--- config.mk ---
export PLATFORM = sky130hd
export DESIGN_NAME = fence_sequencer
export DESIGN_NICKNAME = d
export VERILOG_FILES = /design/src/rtl/fence_sequencer_pkg.sv /design/src/rtl/fence_watchdog.sv /design/src/rtl/fence_sequencer.sv
export SDC_FILE = /design/constraint.sdc
export NUM_CORES = 1
export LEC_CHECK = 0
export BUFFER_PORTS_ARGS = -buffer_cell sky130_fd_sc_hd__buf_2
export CAP_MARGIN = 40
export CORE_AREA = 5 5 42 44
export DETAILED_ROUTE_END_ITERATION = 10
export DIE_AREA = 0 0 47 49
export PLACE_DENSITY = 0.59
export SKIP_LAST_GASP = 1
export SLEW_MARGIN = 20
export SYNTH_ARGS = -nofsm -noshare
export SYNTH_HDL_FRONTEND = slang
export SYNTH_SLANG_ARGS = --single-unit
--- constraint.sdc ---
create_clock -name clk -period 2.29 [get_ports clk]
set_input_delay 0.458 -clock clk [delete_from_list [all_inputs] [get_ports clk]]
set_output_delay 0.458 -clock clk [all_outputs]
set_load 0.005 [all_outputs]
--- src/rtl/fence_sequencer_pkg.sv ---
// Shared types for the fence.i / sfence.vma sequencer: FSM states, operation kind
// and the "sequence in flight" decode used for the hazard-unit stall cause.
package fence_sequencer_pkg;

  typedef enum logic [2:0] {
    ST_IDLE     = 3'd0,
    ST_DRAIN    = 3'd1,
    ST_DCFLUSH  = 3'd2,
    ST_ICINV    = 3'd3,
    ST_TLBFLUSH = 3'd4,
    ST_DONE     = 3'd5
  } fence_state_t;

  typedef enum logic {
    FENCEI    = 1'b0,
    SFENCEVMA = 1'b1
  } fence_kind_t;

  // DONE is deliberately excluded so the instruction can retire while it is held there.
  function automatic logic is_busy(input fence_state_t s);
    return (s != ST_IDLE) && (s != ST_DONE);
  endfunction

endpackage

--- src/rtl/fence_watchdog.sv ---
// Handshake wait counter for the fence sequencer; only present when FENCE_TIMEOUT_EN is defined.
`ifdef FENCE_TIMEOUT_EN
module fence_watchdog #(
  parameter int TIMEOUT_CYCLES = 1024,
  localparam int W = (TIMEOUT_CYCLES > 2) ? $clog2(TIMEOUT_CYCLES) : 1
) (
  input  logic clk,
  input  logic reset_n,
  input  logic i_clr,
  input  logic i_run,
  output logic expired
);

  localparam logic [W-1:0] LIMIT = W'(TIMEOUT_CYCLES - 1);

  logic [W-1:0] r_cnt;

  always_ff @(posedge clk or negedge reset_n) begin
    if (!reset_n) begin
      r_cnt <= {W{1'b0}};
    end else if (i_clr) begin
      r_cnt <= {W{1'b0}};
    end else if (i_run) begin
      r_cnt <= r_cnt + W'(1);
    end else begin
      r_cnt <= r_cnt;
    end
  end

  assign expired = i_run & (r_cnt == LIMIT);

endmodule
`endif

--- src/rtl/fence_sequencer.sv ---
// Memory-stage fence.i / sfence.vma sequencer: drain LSU, then D$ flush + I$ invalidate or TLB flush.
// Optional handshake abort is compiled in with FENCE_TIMEOUT_EN.
module fence_sequencer
  import fence_sequencer_pkg::*;
#(
  parameter int TIMEOUT_CYCLES = 1024
) (
  input  logic clk,
  input  logic reset_n,
  input  logic FenceIM,
  input  logic SFenceVmaM,
  input  logic TrapM,
  input  logic StallM,
  input  logic LSUIdleM,
  output logic DCacheFlushReq,
  input  logic DCacheFlushAck,
  output logic ICacheInvReq,
  input  logic ICacheInvAck,
  output logic TLBFlushM,
  output logic FenceStallM,
`ifdef FENCE_TIMEOUT_EN
  output logic FenceTimeoutM,
`endif
  output logic FenceDoneM
);

  if (TIMEOUT_CYCLES < 2) begin : g_bad_timeout
    $error("fence_sequencer: TIMEOUT_CYCLES must be at least 2");
  end

  fence_state_t r_state;
  fence_kind_t  r_kind;
  logic         r_dreq;
  logic         r_ireq;
  logic         r_tlb;
  logic         r_done;
  logic         w_start;
  logic         w_expired;

  // Gated by reset_n so the stall cause is also forced low while reset is held.
  assign w_start     = reset_n & (r_state == ST_IDLE) & (FenceIM | SFenceVmaM) & ~TrapM;
  assign FenceStallM = w_start | is_busy(r_state);

`ifdef FENCE_TIMEOUT_EN
  logic w_wd_run;
  logic w_wd_clr;
  logic r_timeout;

  assign w_wd_run = (r_state == ST_DCFLUSH) | (r_state == ST_ICINV);
  assign w_wd_clr = ~w_wd_run
                  | ((r_state == ST_DCFLUSH) & DCacheFlushAck)
                  | ((r_state == ST_ICINV) & ICacheInvAck);

  fence_watchdog #(.TIMEOUT_CYCLES(TIMEOUT_CYCLES)) u_watchdog (
    .clk     (clk),
    .reset_n (reset_n),
    .i_clr   (w_wd_clr),
    .i_run   (w_wd_run),
    .expired (w_expired)
  );

  // Abort pulse: an Ack arriving on the expiry cycle still wins.
  always_ff @(posedge clk or negedge reset_n) begin
    if (!reset_n) begin
      r_timeout <= 1'b0;
    end else begin
      r_timeout <= w_expired & ~w_wd_clr;
    end
  end

  assign FenceTimeoutM = r_timeout;
`else
  assign w_expired = 1'b0;
`endif

  // Sequencer FSM; Req/flush/done outputs are registered alongside the state.
  always_ff @(posedge clk or negedge reset_n) begin
    if (!reset_n) begin
      r_state <= ST_IDLE;
      r_kind  <= FENCEI;
      r_dreq  <= 1'b0;
      r_ireq  <= 1'b0;
      r_tlb   <= 1'b0;
      r_done  <= 1'b0;
    end else begin
      r_tlb  <= 1'b0;
      r_done <= 1'b0;
      case (r_state)
        ST_IDLE: begin
          if (w_start) begin
            r_state <= ST_DRAIN;
            r_kind  <= FenceIM ? FENCEI : SFENCEVMA;
          end
        end
        ST_DRAIN: begin
          if (LSUIdleM) begin
            if (r_kind == FENCEI) begin
              r_state <= ST_DCFLUSH;
              r_dreq  <= 1'b1;
            end else begin
              r_state <= ST_TLBFLUSH;
              r_tlb   <= 1'b1;
            end
          end
        end
        ST_DCFLUSH: begin
          if (DCacheFlushAck) begin
            r_state <= ST_ICINV;
            r_dreq  <= 1'b0;
            r_ireq  <= 1'b1;
          end else if (w_expired) begin
            r_state <= ST_DONE;
            r_dreq  <= 1'b0;
            r_done  <= 1'b1;
          end
        end
        ST_ICINV: begin
          if (ICacheInvAck || w_expired) begin
            r_state <= ST_DONE;
            r_ireq  <= 1'b0;
            r_done  <= 1'b1;
          end
        end
        ST_TLBFLUSH: begin
          r_state <= ST_DONE;
          r_done  <= 1'b1;
        end
        ST_DONE: begin
          // Holding here while M is stalled keeps the same fence from restarting.
          if (!StallM) begin
            r_state <= ST_IDLE;
          end
        end
        default: begin
          r_state <= ST_IDLE;
          r_dreq  <= 1'b0;
          r_ireq  <= 1'b0;
        end
      endcase
    end
  end

  assign DCacheFlushReq = r_dreq;
  assign ICacheInvReq   = r_ireq;
  assign TLBFlushM      = r_tlb;
  assign FenceDoneM     = r_done;

endmodule

==> results of run 1 <==
==> synth_stat cells <==
master     count
nor2_1         5
nor3b_2        1
inv_1          2
a41oi_1        1
o31ai_1        1
o21ai_0        6
o2111ai_1      1
nand2b_1       2
nor4bb_4       1
and2_4         1
a21oi_1        1
and3_1         1
or2_1          1
nor3_1         1
a21boi_0       1
a21o_2         1
nor2b_1        2
buf_2          1
mux2i_1        1
nand4b_1       1
o21ai_1        1
dfrtp_1        8
a22o_2         1
buf_6          2
nand2_1        2
==> critical path, stage by stage (launching register included) <==
cell and delay, ns:
dfrtp_1 0.53, nor2_1 0.13, o21ai_0 0.09, a21o_2 0.18, buf_2 0.12
==> flip-flops by register name, indices dropped and copies added, names as in the netlist <==
signal	flops
r_state	3
DCacheFlushReq	1
FenceDoneM	1
ICacheInvReq	1
TLBFlushM	1
r_kind	1
==> per-stage QoR <==
stage / hold WS, ns / std cells
floorplan: 0.162 / 46
global placement: 0.319 / 72
detailed placement: 0.322 / 72
CTS: 0.0514 / 75
global route: 0.0437 / 75
finish: 0.0414 / 75
==> logic make-up after synthesis <==
kind of cell	share of synthesized area [%]
buf+inv	7.61
mux	2.17
flops	43.5
compound gates	19.8
simple gates	26.9
==> placed cells by master (no fill, tap or decap) <==
cell type and count:
or2_1 1, dfrtp_1 8, o2111ai_1 1, nand2b_1 2, a41oi_1 1, nor3b_2 1
a22o_2 1, nor2_1 5, nor4bb_4 1, a21oi_1 1, buf_2 13, mux2i_1 1
nand4b_1 1, and3_1 1, a21boi_0 1, nor3_1 1, a21o_2 1, o31ai_1 1
clkbuf_4 3, inv_1 2, o21ai_1 1, o21ai_0 6, and2_4 1, nor2b_1 2
nand2_1 2
==> power breakdown <==
group | total (mW) | switching [mW] | internal, mW
registers | 0.304 | 0.101 | 0.203
clock network | 0.109 | 0.0490 | 0.0601
logic | 0.252 | 0.0972 | 0.155
==> worst max-delay path by stage <==
stage | start | to | slack, ns
after floorplan | TrapM | FenceStallM | 0.93
after global placement | reset_n | FenceStallM | 0.64
after detailed placement | reset_n | FenceStallM | 0.62
after CTS | r_state[2]$_DFFE_PN0P_ | FenceStallM | 0.53
after global routing | r_state[2]$_DFFE_PN0P_ | FenceStallM | 0.42
final | r_state[2]$_DFFE_PN0P_ | FenceStallM | 0.54
==> layout make-up <==
cell class | instances | area, sq um | share of cell area [%]
inverter | 2 | 7.51 | 1.39
sequential | 8 | 200 | 37.0
timing repair buffer | 13 | 65.1 | 12.0
tap | 16 | 20.0 | 3.70
multi-input combinational | 33 | 225 | 41.7
clock buffer | 3 | 22.5 | 4.17
==> layer usage <==
| metal | vias to the layer above | wire, um |
|---|---|---|
| met5 | - | 0 |
| met4 | 0 | 25 |
| met3 | 2 | 56 |
| met2 | 10 | 405 |
| met1 | 177 | 418 |
| li1 | 191 | - |
==> impl_metrics.csv, run 1 <==
group,metric,value,unit
outcome,outcome,"finished clean",
power,total_power,0.665,mW
global_routing,grt_antenna_before_repair,0,
clock_network,cts_max_path_buffers,2,
logic_synthesis,yosysUniqueCellTypes,25,
logic_synthesis,synth_top_area_cell,"dfrtp_1",
clock_network,hold_buffers,0,
worst_setup_path,reg2regPathDepth,3,
sta,worstMarginPinSlew,0.429,ns
power,p_per_area,1230,mW/mm^2
power,worst_ir_drop_vdd,0.000445,V
run,cap_violations,0,
clock_network,cts_buffers,3,
final_layout,fillers,158,
die,dieArea,0.00230,sq mm
worst_setup_path,r2r-start,"r_state[0]$_DFFE_PN0P_",
die,die_w,47,um
die,num_rows,14,
die,top_level_ports,14,
logic_synthesis,ys_seq_area_share,43.5,%
place,dp_hpwl,650,um
global_routing,use_met1,10.7,%
logic_synthesis,netlist_instances,46,
worst_setup_path,startpoint_type,"flip-flop",
final_layout,fin_area,541,sq um
worst_setup_path,critPathRequiredTime,1.83,ns
clock_network,cts.sinks,8,
route,vias,380,
worst_setup_path,worstSetupPathType,"reg2out",
global_routing,grt-ovfl-total,0,
worst_setup_path,rrSetupSlack,1.04,ns
route,drc_errors,0,
logic_synthesis,synthTopCellsByArea,"dfrtp_1 43%, o21ai_0 6.5%, nor4bb_4 5.4%",
global_routing,grt_usage,9.42,%
die,coreArea,0.00140,sq mm
final_layout,nNetsFinal,70,
die,die_y,49,um
final_layout,antennaDiodeCount,0,
logic_synthesis,yosysWarnings,0,
global_routing,top_usage_layer,"met2",
clock_network,clk-insertion-delay-late,0.25,ns
logic_synthesis,synthesis.area,460,sq um
global_routing,grt_max_degree,14,
final_layout,layout-drive-gt1-share,35.6,%
final_layout,area_growth,17.4,%
die,start_util,32.9,%
final_layout,fin_util,38.6,%
place,gp_congestion,0.630,
sta,period_share,76.4,%
global_routing,grtUsageMet3,4.43,%
clock_network,root_buffer,"clkbuf_4",
worst_setup_path,end_kind,"output port",
worst_hold_path,hold_path.class,"in2async",
sta,clock_skew,0.00734,ns
route,first_pass_iters,2,
place,io_buffers,13,
sta,finalSetupViolCount,0,
power,power.leakage,0.247,nW
route,drt_wl_total,904,um
clock_network,cts_setup_buffers,0,
sta,finalCriticalPeriod,1.75,ns
sta,fmax,0.571,GHz
worst_setup_path,crit_fanout,13,
place,placed_area,518,sq um
sta,setup_tns,0,ns
clock_network,ctsResizeCount,0,
sta,slew_violations,0,
place,place_ws,0.622,ns
worst_setup_path,arrival,1.29,ns
route,drtIter0Drc,4,
route,drtAntennaViolNets,0,
clock_network,cts_tree,"yes",
clock_network,cts.htree.levels,1,
global_routing,grt_util_met2,12.4,%
route,routedWlPerCell,12.1,um
sta,rsz0062_at_grt,"false",
sta,max_slew_margin,71.4,%
global_routing,first_global_vias,347,
sta,timing.final.ws_setup,0.540,ns
global_routing,grt_pass1_wl,1460,um
clock_network,clkTransAtPathRegs,0.06,ns
sta,hold_viol,0,
logic_synthesis,syn_avg_cell_area,10.0,sq um
logic_synthesis,netlist.area_leader.share,43.5,%
logic_synthesis,syn-num-nets,55,
worst_setup_path,r2r_end,"r_kind$_DFFE_PN0P_",
route,vias_per_cell,5.07,
logic_synthesis,synth_seq_cells,8,
Power figures use the tool's default switching activity.
==> inputs of run 2 (changes only) <==
PLACE_DENSITY = 0.62   (was 0.59)
clock period = 1.4 ns   (was 2.29 ns; I/O delays follow)
==> impl_metrics.csv, run 2 (synthesis results as in run 1) <==
group,metric,value,unit
power,power_frac_clock,14.9,%
final_layout,fillers,150,
worst_setup_path,path_delay_family,"flip-flops",
worst_setup_path,worstSetupPathType,"reg2out",
route,wl_met1,374,um
clock_network,cts_buffers,3,
outcome,outcome,"finished with violations",
route,vias_per_cell,4.99,
final_layout,final_cell_mix,"12 x buf_2, 8 x dfrtp_1, 5 x o21ai_0, 5 x nor2_1, 5 x buf_4",
worst_setup_path,slowest_delay,0.41,ns
place,gp_congestion,0.756,
die,die_w,47,um
worst_setup_path,rrSetupSlack,0.07,ns
final_layout,antennaDiodeCount,0,
clock_network,clk-insertion-delay-late,0.26,ns
run,cap_violations,0,
route,drt_wl_total,976,um
worst_setup_path,r2r-start,"r_state[2]$_DFFE_PN0P_",
worst_setup_path,reg2regPathDepth,5,
sta,max_slew_margin,76.6,%
die,dieArea,0.00230,sq mm
clock_network,cts_max_path_buffers,2,
route,drtIter0Drc,4,
worst_setup_path,r2r_end,"r_state[2]$_DFFE_PN0P_",
final_layout,fin_area,594,sq um
final_layout,final_common_cell,"buf_2",
final_layout,nNetsFinal,76,
place,placed_area,541,sq um
sta,timing.final.ws_setup,-0.0456,ns
power,p_per_area,2040,mW/mm^2
outcome,violations,"negative setup slack",
power,p_seq_share,35.2,%
sta,fmax,0.692,GHz
clock_network,cts_tree,"yes",
sta,worstMarginPinSlew,0.351,ns
die,start_util,32.9,%
sta,rsz0062_at_grt,"true",
worst_setup_path,path_depth,4,
power,power.leakage,0.278,nW
worst_setup_path,path_cells,"nor2_1 > o21ai_1 > a21o_2 > buf_6",
worst_hold_path,hold_path.class,"in2reg",
global_routing,grt-ovfl-total,0,
final_layout,layout-drive-gt1-share,40.0,%
sta,finalCriticalPeriod,1.45,ns
final_layout,regMostFlops,"r_state",
die,num_rows,14,
power,intPower,0.782,mW
route,routedWlPerCell,12.0,um
sta,period_share,103,%
route,route.met2.wl,503,um
die,top_level_ports,14,
clock_network,root_buffer,"clkbuf_4",
sta,finalSetupViolCount,1,
power,comb_power_share,49.9,%
global_routing,grt_antenna_before_repair,0,
route,highest_layer,"met4",
worst_setup_path,crit_fanout,4,
worst_setup_path,crit_slowest_cell,"dfrtp_1",
sta,hold_viol,0,
place,place_ws,0.152,ns
final_layout,area_growth,29.1,%
sta,clock_skew,0.000204,ns
final_layout,fin_util,42.4,%
worst_setup_path,critPathRequiredTime,1.12,ns
global_routing,grt_usage,9.57,%
route,drtAntennaViolNets,0,
global_routing,grt_pass1_wl,1520,um
worst_setup_path,startpoint,"r_state[2]$_DFFE_PN0P_",
sta,slew_violations,0,
route,drc_errors,0,
die,coreArea,0.00140,sq mm
route,vias,404,
route,first_pass_iters,4,
power,worst_ir_drop_vdd,0.00112,V
global_routing,grt_max_degree,11,
final_layout,largest_reg_flops,3,
clock_network,cts.sinks,8,
clock_network,cts.htree.levels,1,
power,p_sw,0.431,mW
place,dp_hpwl,688,um
worst_setup_path,startpoint_type,"flip-flop",
route,dr_wl_met3,78,um
worst_setup_path,end_kind,"output port",
place,io_buffers,13,
worst_setup_path,endpoint,"FenceStallM",
power,swShare,35.5,%
worst_setup_path,arrival,1.17,ns
worst_setup_path,path_buf_inv,1,
clock_network,clkTransAtPathRegs,0.05,ns
die,die_y,49,um
global_routing,first_global_vias,381,
## run 2: how the worst min path moves through the flow
stage,start,end,slack [ns],cells after the start
2_1_floorplan,reset_n,DCacheFlushReq$_DFFE_PN0P_,-0.02,0
3_3_place_gp,reset_n,ICacheInvReq$_DFFE_PN0P_,0.22,2
3_5_place_dp,reset_n,ICacheInvReq$_DFFE_PN0P_,0.22,2
4_1_cts,FenceIM,r_kind$_DFFE_PN0P_,0.21,2
5_1_grt,FenceIM,r_kind$_DFFE_PN0P_,0.21,2
6_report,FenceIM,r_kind$_DFFE_PN0P_,0.22,2
## run 2: area by class of cell
| class | count | area (sq um) | share of cell area [%] |
|---|---|---|---|
| inverters | 2 | 7.51 | 1.26 |
| well taps | 16 | 20.0 | 3.37 |
| clock buffers | 3 | 22.5 | 3.79 |
| repair buffers | 19 | 119 | 20.0 |
| flip-flops and latches | 8 | 200 | 33.7 |
| multi-input cells | 33 | 225 | 37.9 |
## run 2: per-stage QoR
| stage | hold slack (ns) | total power [mW] | TNS, ns | instances |
|---|---|---|---|---|
| after floorplan | -0.0156 | 0.832 | 0 | 46 |
| after global placement | 0.216 | 0.953 | 0 | 75 |
| after detailed placement | 0.215 | 0.956 | 0 | 75 |
| after CTS | 0.208 | 1.19 | -0.0428 | 81 |
| after global routing | 0.207 | 1.32 | -0.0989 | 81 |
| final | 0.223 | 1.21 | -0.0456 | 81 |
## run 2: power by group through the flow
stage	sequential, mW	clock [mW]	combinational (mW)
after floorplan	0.402	0	0.430
after global placement	0.441	0	0.512
after detailed placement	0.440	0	0.517
after CTS	0.426	0.191	0.577
after global routing	0.445	0.199	0.675
final	0.427	0.180	0.606
## run 2: what timing repair did
action                                  in CTS  in global routing
pin swaps                                    1                  1
setup buffers                                2                  0
gates resized for setup                      1                  1
cloned                                       0                  0
endpoints found under the setup margin       1                  1
endpoints found under the hold margin        8                  0
hold buffers                                 1                  0
## run 2: layer usage
| layer | track usage (%) | vias up |
|---|---|---|
| met5 | 0 | - |
| met4 | 5.53 | 0 |
| met3 | 5.90 | 2 |
| met2 | 13.1 | 15 |
| met1 | 11.0 | 185 |
| li1 | - | 202 |
